### config.mk
export PLATFORM = sky130hd
export DESIGN_NAME = clk_divider_duty
export DESIGN_NICKNAME = d
export VERILOG_FILES = /design/src/rtl/clk_div_pkg.sv /design/src/rtl/clk_div_cfg.sv /design/src/rtl/clk_divider_duty.sv
export SDC_FILE = /design/constraint.sdc
export NUM_CORES = 1
export LEC_CHECK = 0
export CORE_AREA = 2 2 76 78
export CTS_CLUSTER_SIZE = 8
export DETAILED_ROUTE_END_ITERATION = 8
export DIE_AREA = 0 0 78 80
export PLACE_DENSITY = 0.81
export SYNTH_ARGS = -nofsm -noshare
export SYNTH_HDL_FRONTEND = slang
export SYNTH_SLANG_ARGS = --single-unit
### constraint.sdc
create_clock -name clockin -period 4 [get_ports clockin]
set_clock_uncertainty 0.2 [all_clocks]
set_input_delay 1 -clock clockin [delete_from_list [all_inputs] [get_ports clockin]]
set_output_delay 1 -clock clockin [all_outputs]
set_load 0.05 [all_outputs]
### src/rtl/clk_div_pkg.sv
// rtl/clk_div_pkg.sv - shared types and reset defaults for the duty-programmable clock divider
package clk_div_pkg;

    typedef enum logic {
        MODE_PROG = 1'b0,
        MODE_HALF = 1'b1
    } duty_mode_e;

    localparam int DEFAULT_DIV  = 4;
    localparam int DEFAULT_HIGH = 2;

endpackage

### src/rtl/clk_div_cfg.sv
// rtl/clk_div_cfg.sv - validates configuration loads and holds the active and pending divider settings
module clk_div_cfg
    import clk_div_pkg::*;
#(
    parameter int WIDTH    = 8,
    parameter int RST_DIV  = 4,
    parameter int RST_HIGH = 2
) (
    input  logic             clk_i,
    input  logic             rst_i,
    input  logic             enable_i,
    input  logic             wrap_i,
    input  logic             load_i,
    input  logic [WIDTH-1:0] div_i,
    input  logic [WIDTH-1:0] high_i,
    input  duty_mode_e       mode_i,
    output logic [WIDTH-1:0] cur_div_o,
    output duty_mode_e       cur_mode_o,
    output logic [WIDTH-1:0] nxt_div_o,
    output logic [WIDTH-1:0] nxt_high_o,
    output duty_mode_e       nxt_mode_o,
    output logic             pending_o,
    output logic             err_o
);

    logic [WIDTH-1:0] act_div_q, act_div_d;
    logic [WIDTH-1:0] act_high_q, act_high_d;
    duty_mode_e       act_mode_q, act_mode_d;
    logic [WIDTH-1:0] pend_div_q, pend_div_d;
    logic [WIDTH-1:0] pend_high_q, pend_high_d;
    duty_mode_e       pend_mode_q, pend_mode_d;
    logic             pend_q, pend_d;
    logic             err_q, err_d;
    logic             load_ok;

    always_comb begin
        load_ok = load_i && (div_i >= WIDTH'(2)) &&
                  ((mode_i == MODE_HALF) || ((high_i != '0) && (high_i < div_i)));
    end

    always_comb begin
        act_div_d   = act_div_q;
        act_high_d  = act_high_q;
        act_mode_d  = act_mode_q;
        pend_div_d  = pend_div_q;
        pend_high_d = pend_high_q;
        pend_mode_d = pend_mode_q;
        pend_d      = pend_q;
        err_d       = load_i && !load_ok;

        // A waiting config takes over at a period boundary, or at once when the divider is idle.
        if (pend_q && (wrap_i || !enable_i)) begin
            act_div_d  = pend_div_q;
            act_high_d = pend_high_q;
            act_mode_d = pend_mode_q;
            pend_d     = 1'b0;
        end

        if (load_ok) begin
            if (enable_i) begin
                pend_div_d  = div_i;
                pend_high_d = high_i;
                pend_mode_d = mode_i;
                pend_d      = 1'b1;
            end else begin
                act_div_d  = div_i;
                act_high_d = high_i;
                act_mode_d = mode_i;
                pend_d     = 1'b0;
            end
        end
    end

    always_ff @(posedge clk_i or posedge rst_i) begin
        if (rst_i) begin
            act_div_q   <= WIDTH'(RST_DIV);
            act_high_q  <= WIDTH'(RST_HIGH);
            act_mode_q  <= MODE_PROG;
            pend_div_q  <= '0;
            pend_high_q <= '0;
            pend_mode_q <= MODE_PROG;
            pend_q      <= 1'b0;
            err_q       <= 1'b0;
        end else begin
            act_div_q   <= act_div_d;
            act_high_q  <= act_high_d;
            act_mode_q  <= act_mode_d;
            pend_div_q  <= pend_div_d;
            pend_high_q <= pend_high_d;
            pend_mode_q <= pend_mode_d;
            pend_q      <= pend_d;
            err_q       <= err_d;
        end
    end

    assign cur_div_o  = act_div_q;
    assign cur_mode_o = act_mode_q;
    assign nxt_div_o  = act_div_d;
    assign nxt_high_o = act_high_d;
    assign nxt_mode_o = act_mode_d;
    assign pending_o  = pend_q;
    assign err_o      = err_q;

endmodule

### src/rtl/clk_divider_duty.sv
// rtl/clk_divider_duty.sv - programmable clock divider with fixed high-time or exact 50% duty
module clk_divider_duty #(
    parameter int WIDTH        = 8,
    parameter int DEFAULT_DIV  = clk_div_pkg::DEFAULT_DIV,
    parameter int DEFAULT_HIGH = clk_div_pkg::DEFAULT_HIGH
) (
    input  logic             clockin,
    input  logic             reset,
    input  logic             enable,
    input  logic             cfg_load,
    input  logic [WIDTH-1:0] div_ratio,
    input  logic [WIDTH-1:0] high_count,
    input  logic             duty_mode,
    output logic             clockout,
    output logic             tick,
    output logic             cfg_pending,
    output logic             cfg_err
);

    logic [WIDTH-1:0]        cnt_q, cnt_d;
    logic                    run_q, run_d;
    logic                    rise_q, rise_d;
    logic                    tick_q, tick_d;
    logic                    fall_q;
    logic                    wrap;
    logic                    odd_half;
    logic [WIDTH-1:0]        high_eff;
    logic [WIDTH-1:0]        cur_div, nxt_div, nxt_high;
    clk_div_pkg::duty_mode_e cur_mode, nxt_mode;

    clk_div_cfg #(
        .WIDTH    (WIDTH),
        .RST_DIV  (DEFAULT_DIV),
        .RST_HIGH (DEFAULT_HIGH)
    ) u_cfg (
        .clk_i      (clockin),
        .rst_i      (reset),
        .enable_i   (enable),
        .wrap_i     (wrap),
        .load_i     (cfg_load),
        .div_i      (div_ratio),
        .high_i     (high_count),
        .mode_i     (clk_div_pkg::duty_mode_e'(duty_mode)),
        .cur_div_o  (cur_div),
        .cur_mode_o (cur_mode),
        .nxt_div_o  (nxt_div),
        .nxt_high_o (nxt_high),
        .nxt_mode_o (nxt_mode),
        .pending_o  (cfg_pending),
        .err_o      (cfg_err)
    );

    assign wrap = enable && run_q && (cnt_q >= (cur_div - WIDTH'(1)));

    // N>>1 is N/2 for even N and (N-1)/2 for odd N; the falling flop supplies the odd half cycle.
    always_comb begin
        high_eff = nxt_high;
        if (nxt_mode == clk_div_pkg::MODE_HALF) begin
            high_eff = nxt_div >> 1;
        end
    end

    always_comb begin
        cnt_d = '0;
        if (enable && run_q && !wrap) begin
            cnt_d = cnt_q + WIDTH'(1);
        end
        run_d  = enable;
        rise_d = enable && (cnt_d < high_eff);
        tick_d = enable && (cnt_d == '0);
    end

    always_ff @(posedge clockin or posedge reset) begin
        if (reset) begin
            cnt_q  <= '0;
            run_q  <= 1'b0;
            rise_q <= 1'b0;
            tick_q <= 1'b0;
        end else begin
            cnt_q  <= cnt_d;
            run_q  <= run_d;
            rise_q <= rise_d;
            tick_q <= tick_d;
        end
    end

    always_ff @(negedge clockin or posedge reset) begin
        if (reset) begin
            fall_q <= 1'b0;
        end else begin
            fall_q <= rise_q;
        end
    end

    // run_q masks a stale falling-flop value during the half cycle after enable drops.
    assign odd_half = (cur_mode == clk_div_pkg::MODE_HALF) && cur_div[0] && run_q;
    assign clockout = rise_q | (odd_half & fall_q);
    assign tick     = tick_q;

endmodule

==> results of run 1 <==
[synth_stat cells (3+ instances only)]
cell type,number
xnor2_1,9
a21o_1,3
nand3_1,7
mux2_2,14
a21oi_1,19
nand2b_1,3
and3_1,4
o21ai_0,12
nand4_1,3
nor3_1,5
xor2_1,3
nor2_1,29
clkbuf_1,7
nand2_1,13
dfrtp_1,45
inv_1,15
ha_1,24
nor4_1,4
mux2i_1,21
[cells in the final DEF, fill, tap and decap left out, types with 5 or more instances in the layout]
master and n:
a21oi_2 6, inv_1 12, clkbuf_8 6, mux2_2 14, clkdlybuf4s50_1 22, mux2i_1 21
dfrtp_1 45, o21ai_0 8, xnor2_1 9, o21ai_1 5, nor2_1 27, nand2_1 11
nand3_1 6, a21oi_1 13, buf_4 36, ha_1 20
[report_power, final]
part	switching, mW	leakage [nW]	internal, mW
combinational	0.239	1.02	0.244
clock	0.171	0.0510	0.138
sequential	0.0570	0.577	0.569
[layout make-up]
cell class / instances / area [um^2] / area share (%)
multi-input combinational: 195 / 1550 / 43.2
timing repair buffer: 66 / 598 / 16.6
sequential: 48 / 1200 / 33.5
tap: 72 / 90.1 / 2.50
inverter: 15 / 60.1 / 1.67
clock buffer: 6 / 82.6 / 2.30
clock inverter: 2 / 10.0 / 0.278
[path summary, 6_finish.rpt]
check,start,endpoint,cells after the start
hold reg to reg,u_cfg.pend_div_q[1],u_cfg.pend_div_q[1],2
setup reg to reg,u_cfg.cur_div_o[0],rise_q,17
max in group asynchronous,reset,fall_q,2
hold / removal,u_cfg.pend_div_q[1],u_cfg.pend_div_q[1],2
min in group asynchronous,reset,run_q,3
setup / recovery,fall_q,clockout,2
[kinds of logic (layout without fill, tap and decap cells)]
logic type,count (synthesis),after routing
XOR/XNOR,12,12
adder cells (fa/ha/maj),24,24
AO/OA/AOI/OAI,47,47
AND/OR/NAND/NOR,75,75
flip-flops,48,48
multiplexers,37,37
buffers and inverters,24,89
[registers in the layout, indices dropped and copies added, names as in the netlist, 8 cells and up]
signal and flops:
u_cfg.cur_div_o 8, u_cfg.act_high_q 8, u_cfg.pend_high_q 8, u_cfg.pend_div_q 8, cnt_q 8
[per-layer routing]
layer	vias up	wire (um)	GRT usage, %
met1	1130	3080	31.8
li1	1076	-	-
met2	76	3640	37.8
met3	19	376	4.19
met4	0	215	9.82
met5	-	0	0
[worst reg2reg max path, cell delays in order (launching register included)]
cell	delay, ps
dfrtp_1	390
inv_2	70
ha_2	200
xnor2_1	210
ha_1	280
a211o_1	260
a31oi_1	210
nor3_2	100
o311a_1	400
mux2_4	330
mux2i_4	160
buf_6	140
mux2i_1	210
ha_1	280
a21o_1	200
nand2_2	80
nand4_1	100
o21ai_1	140
[metrics by stage]
stage | worst slack, ps | hold slack [ps] | instances | TNS [ps] | utilization [%]
global route | -271 | 313 | 404 | -401 | 66.6
global placement | -304 | 266 | 392 | -304 | 61.8
CTS | -241 | 299 | 402 | -241 | 64.7
finish | -231 | 304 | 404 | -260 | 66.6
floorplan | 44.2 | 244 | 267 | 0 | -
detailed placement | -436 | 278 | 392 | -436 | 61.8
[timing repair]
action / CTS / global route
buffers inserted: 2 / 2
setup endpoints to repair: 2 / 2
resized for setup: 15 / 22
pin swaps: 5 / 13
==> impl_metrics.tcl, run 1 <==
set metrics [dict create \
    cp_slowest_cell "dfrtn_1" \
    track_usage_pct 23.6 \
    yosysTopAreaCellShare_pct 41.0 \
    synth_enable_flop_cells 0 \
    cp.arrival_ps 3030 \
    num_antenna_cells 0 \
    synth_cell_types 40 \
    hpwl_um 5030 \
    cts_tree "done" \
    cellLeakagePower_nw 1.65 \
    htree_num_levels 2 \
    vias 2301 \
    hold_class "reg -> reg" \
    ys_ff_latch 48 \
    setup_ws_ps -231 \
    hold_buffers 0 \
    chipWidth_um 78 \
    drc 0 \
    die_height_um 80 \
    yosys.area_share.simple_pct 13.0 \
    violations "setup timing" \
    routed_wirelength_um 7310 \
    ys_warn_count 0 \
    layout.nets 376 \
    place_area_mm2 0.00334 \
    syn_area_mm2 0.00275 \
    gr-total-overflow 0 \
    synthFlopType "dfrtp_1" \
    clkLatencyLatePin_ps 310 \
    drv_slew 0 \
    syn_area_per_cell_um2 10.3 \
    synth_compound_gate_area_share_pct 10.2 \
    dr.pass1.iters 4 \
    synth_fp_nets 312 \
    end_kind "output port" \
    status "finished with violations" \
    synthArstFlopShare_pct 100 \
    path_buf_inv 1 \
    final_area_mm2 0.00360 \
    synthMuxAreaShare_pct 14.7 \
    antenna_found_initial 0 \
    gp_congestion 0.827 \
    cts-buffers-inserted 5 \
    fillers 406 \
    powerDensity_mw_per_mm2 394 \
    slew_headroom_pct 59.1 \
    final_layout_size_suffix_gt1_share_pct 28.0 \
    tightest_slew_ps 614 \
    grt_max_degree 48 \
    synth_top_family_by_area "multiplexers" \
    cp_data_required_time_ps 2800 \
    syn_inst 267 \
    initial_utilization_pct 50.9 \
    grt_pass1_wl_um 11200 \
    antenna_left 0 \
    cts_root_buffer "clkbuf_8" \
    crit_fanout 1 \
    vdd_ir_drop_max_uv 234 \
    rows 27 \
    setup_viol 2 \
    maxCapViolCount 0 \
    start_kind "flip-flop" \
    critPathMaxStageDelay_ps 390 \
    path_class "reg -> out" \
    synth_area_leaders "dfrtp_1, ha_1, mux2i_1" \
    drt_iter0_drc 246 \
    area_growth_pct 30.9 \
    core_region_area_mm2 0.00541 \
    critPathTopFamily "flip-flops" \
    rsz0062_at_grt "yes" \
    r2r_setup_slack_ps -30 \
    portBuffers 24 \
    synth_fa_ha_area_share_pct 10.9 \
    synth_top_area_cell "dfrtp_1" \
    yosysSeqAreaShare_pct 43.8 \
    ios 25 \
    wl_per_cell_um 18.1 \
    hold_viol 0 \
    path_cells "a41o_2 -> buf_12" \
    cts.sinks 48 \
    synthXorXnorAreaFrac_pct 3.82 \
    clock_path_buffers 2 \
    die-area_mm2 0.00624 \
    vias_per_cell 5.70 \
    p_total_mw 1.42 \
    grt_pass1_vias 2324 \
    clk_pin_slew_ps 90 \
]
No activity file was read; power rests on OpenSTA's default activity.
==> run 2: changes to the inputs <==
--- a/config.mk
+++ b/config.mk
@@ -5,10 +5,12 @@
 export SDC_FILE = /design/constraint.sdc
 export NUM_CORES = 1
 export LEC_CHECK = 0
-export CORE_AREA = 2 2 76 78
+export CELL_PAD_IN_SITES_DETAIL_PLACEMENT = 2
+export CELL_PAD_IN_SITES_GLOBAL_PLACEMENT = 2
+export CORE_AREA = 2 2 93 95
 export CTS_CLUSTER_SIZE = 8
 export DETAILED_ROUTE_END_ITERATION = 8
-export DIE_AREA = 0 0 78 80
+export DIE_AREA = 0 0 95 97
 export PLACE_DENSITY = 0.81
 export SYNTH_ARGS = -nofsm -noshare
 export SYNTH_HDL_FRONTEND = slang
==> run 2 against run 1 <==
Net effect:
- the flow still finishes with violations (setup timing)
- via count fell by 1.7%
- non-clock buffer count decreased by 1
- wire length up 21%
- total power is 1.2% lower
- cell area down 0.66%
- largest power group unchanged
==> impl_metrics.tcl, run 2 (synthesized netlist as in run 1, its figures left out) <==
set metrics [dict create \
    antenna_found_initial 0 \
    hold_viol 0 \
    hold_buffers 0 \
    clkLatencyLatePin_ps 320 \
    routed-wl-met3_um 156 \
    setup_ws_ps -254 \
    rr_worst_depth 17 \
    initial_utilization_pct 33.8 \
    clock_path_buffers 2 \
    cts-buffers-inserted 5 \
    cts_root_buffer "clkbuf_8" \
    hold_class "reg -> reg" \
    antenna_left 0 \
    grt_max_degree 48 \
    cp_data_required_time_ps 2800 \
    path_class "reg -> out" \
    p_total_mw 1.40 \
    met2_length_um 4620 \
    drc 0 \
    whs_path_depth 1 \
    routed_wirelength_um 8810 \
    drt-met1-wl_um 3940 \
    grt_pass1_vias 2639 \
    layout.nets 375 \
    vias_per_cell 5.19 \
    tightest_slew_ps 645 \
    gr-total-overflow 0 \
    portBuffers 24 \
    powerDensity_mw_per_mm2 392 \
    num_antenna_cells 0 \
    final_layout_size_suffix_gt1_share_pct 26.3 \
    rsz0062_at_grt "yes" \
    htree_num_levels 2 \
    hpwl_um 6770 \
    setup_viol 2 \
    end_kind "output port" \
    holdWs_ps 317 \
    crit_fanout 1 \
    grt_pass1_wl_um 14200 \
    status "finished with violations" \
    layout_commonest_cell "dfrtp_1" \
    ios 25 \
    cellLeakagePower_nw 1.62 \
    area_growth_pct 30.0 \
    clk_pin_slew_ps 90 \
    gp_congestion 0.772 \
    dr.pass1.iters 4 \
    violations "setup timing" \
    maxCapViolCount 0 \
    drv_slew 0 \
    rows 33 \
    core_region_area_mm2 0.00813 \
    die_height_um 97 \
    vias 2263 \
    drt_iter0_drc 58 \
    wl_per_cell_um 20.2 \
    vdd_ir_drop_max_uv 193 \
    start_kind "flip-flop" \
    routed.top_layer "met4" \
    track_usage_pct 20.2 \
    cts.sinks 48 \
    cp.arrival_ps 3050 \
    most-common-layout-cells "dfrtp_1, buf_4, nor2_1, ha_1, clkdlybuf4s50_1" \
    chipWidth_um 95 \
    die-area_mm2 0.00922 \
    cts_tree "done" \
    slew_headroom_pct 57.0 \
]
run 2: cell types whose count changed in the layout (fill, tap and decap cells not counted), moves of 2 or more:
cell     before  now
ha_1         20   23
o21ai_0       8   11
o21ai_1       5    2
buf_8         2    0
ha_4          2    0
nor2_2        0    2
run 2: repair_timing:
action                                  in CTS  in global routing
buffers inserted                             1                  0
endpoints found under the setup margin       2                  2
gates resized for setup                      7                 17
pin swaps                                    2                  6
run 2: power by group:
group	internal [mW]	leakage [nW]	total, mW	switching, mW
logic	0.230	1.00	0.471	0.241
clock network	0.123	0.0412	0.300	0.177
registers	0.569	0.577	0.630	0.0604
run 2: path summary, 6_finish.rpt:
check	startpoint	to	slack [ps]
max	fall_q	clockout	-250
max in group asynchronous	reset	fall_q	880
min	u_cfg.pend_high_q[1]	u_cfg.pend_high_q[1]	320
min in group asynchronous	reset	cnt_q[7]	1040
min reg2reg	u_cfg.pend_high_q[1]	u_cfg.pend_high_q[1]	320
max reg2reg	u_cfg.cur_div_o[1]	rise_q	-70
run 2: worst max-delay path: stages (launching register included):
cell and delay (ps):
dfrtn_1 330, a41o_2 270, buf_12 150
run 2: per-stage QoR:
stage / util, % / worst slack [ps] / std cells / setup TNS, ps / instance area [um^2]
2_1_floorplan: - / 44.2 / 267 / 0 / 2750
3_3_place_gp: 41.7 / -386 / 427 / -386 / 3390
3_5_place_dp: 41.7 / -582 / 427 / -582 / 3390
4_1_cts: 43.2 / -260 / 436 / -397 / 3520
5_1_grt: 43.9 / -285 / 436 / -570 / 3570
6_report: 43.9 / -254 / 436 / -349 / 3570
run 2: area by class of cell:
class | instances | area, um^2
fillers | 849 | 4560
clock buffers | 6 | 72.6
inverters | 15 | 60.1
repair buffers | 65 | 573
flip-flops and latches | 48 | 1200
multi-input cells | 195 | 1520
well taps | 105 | 131
clock inverters | 2 | 12.5
run 2: per-layer routing:
layer | up-vias | GRT usage (%)
li1 | 1066 | -
met1 | 1163 | 26.3
met2 | 24 | 34.8
met3 | 10 | 3.27
met4 | 0 | 4.24
met5 | - | 0
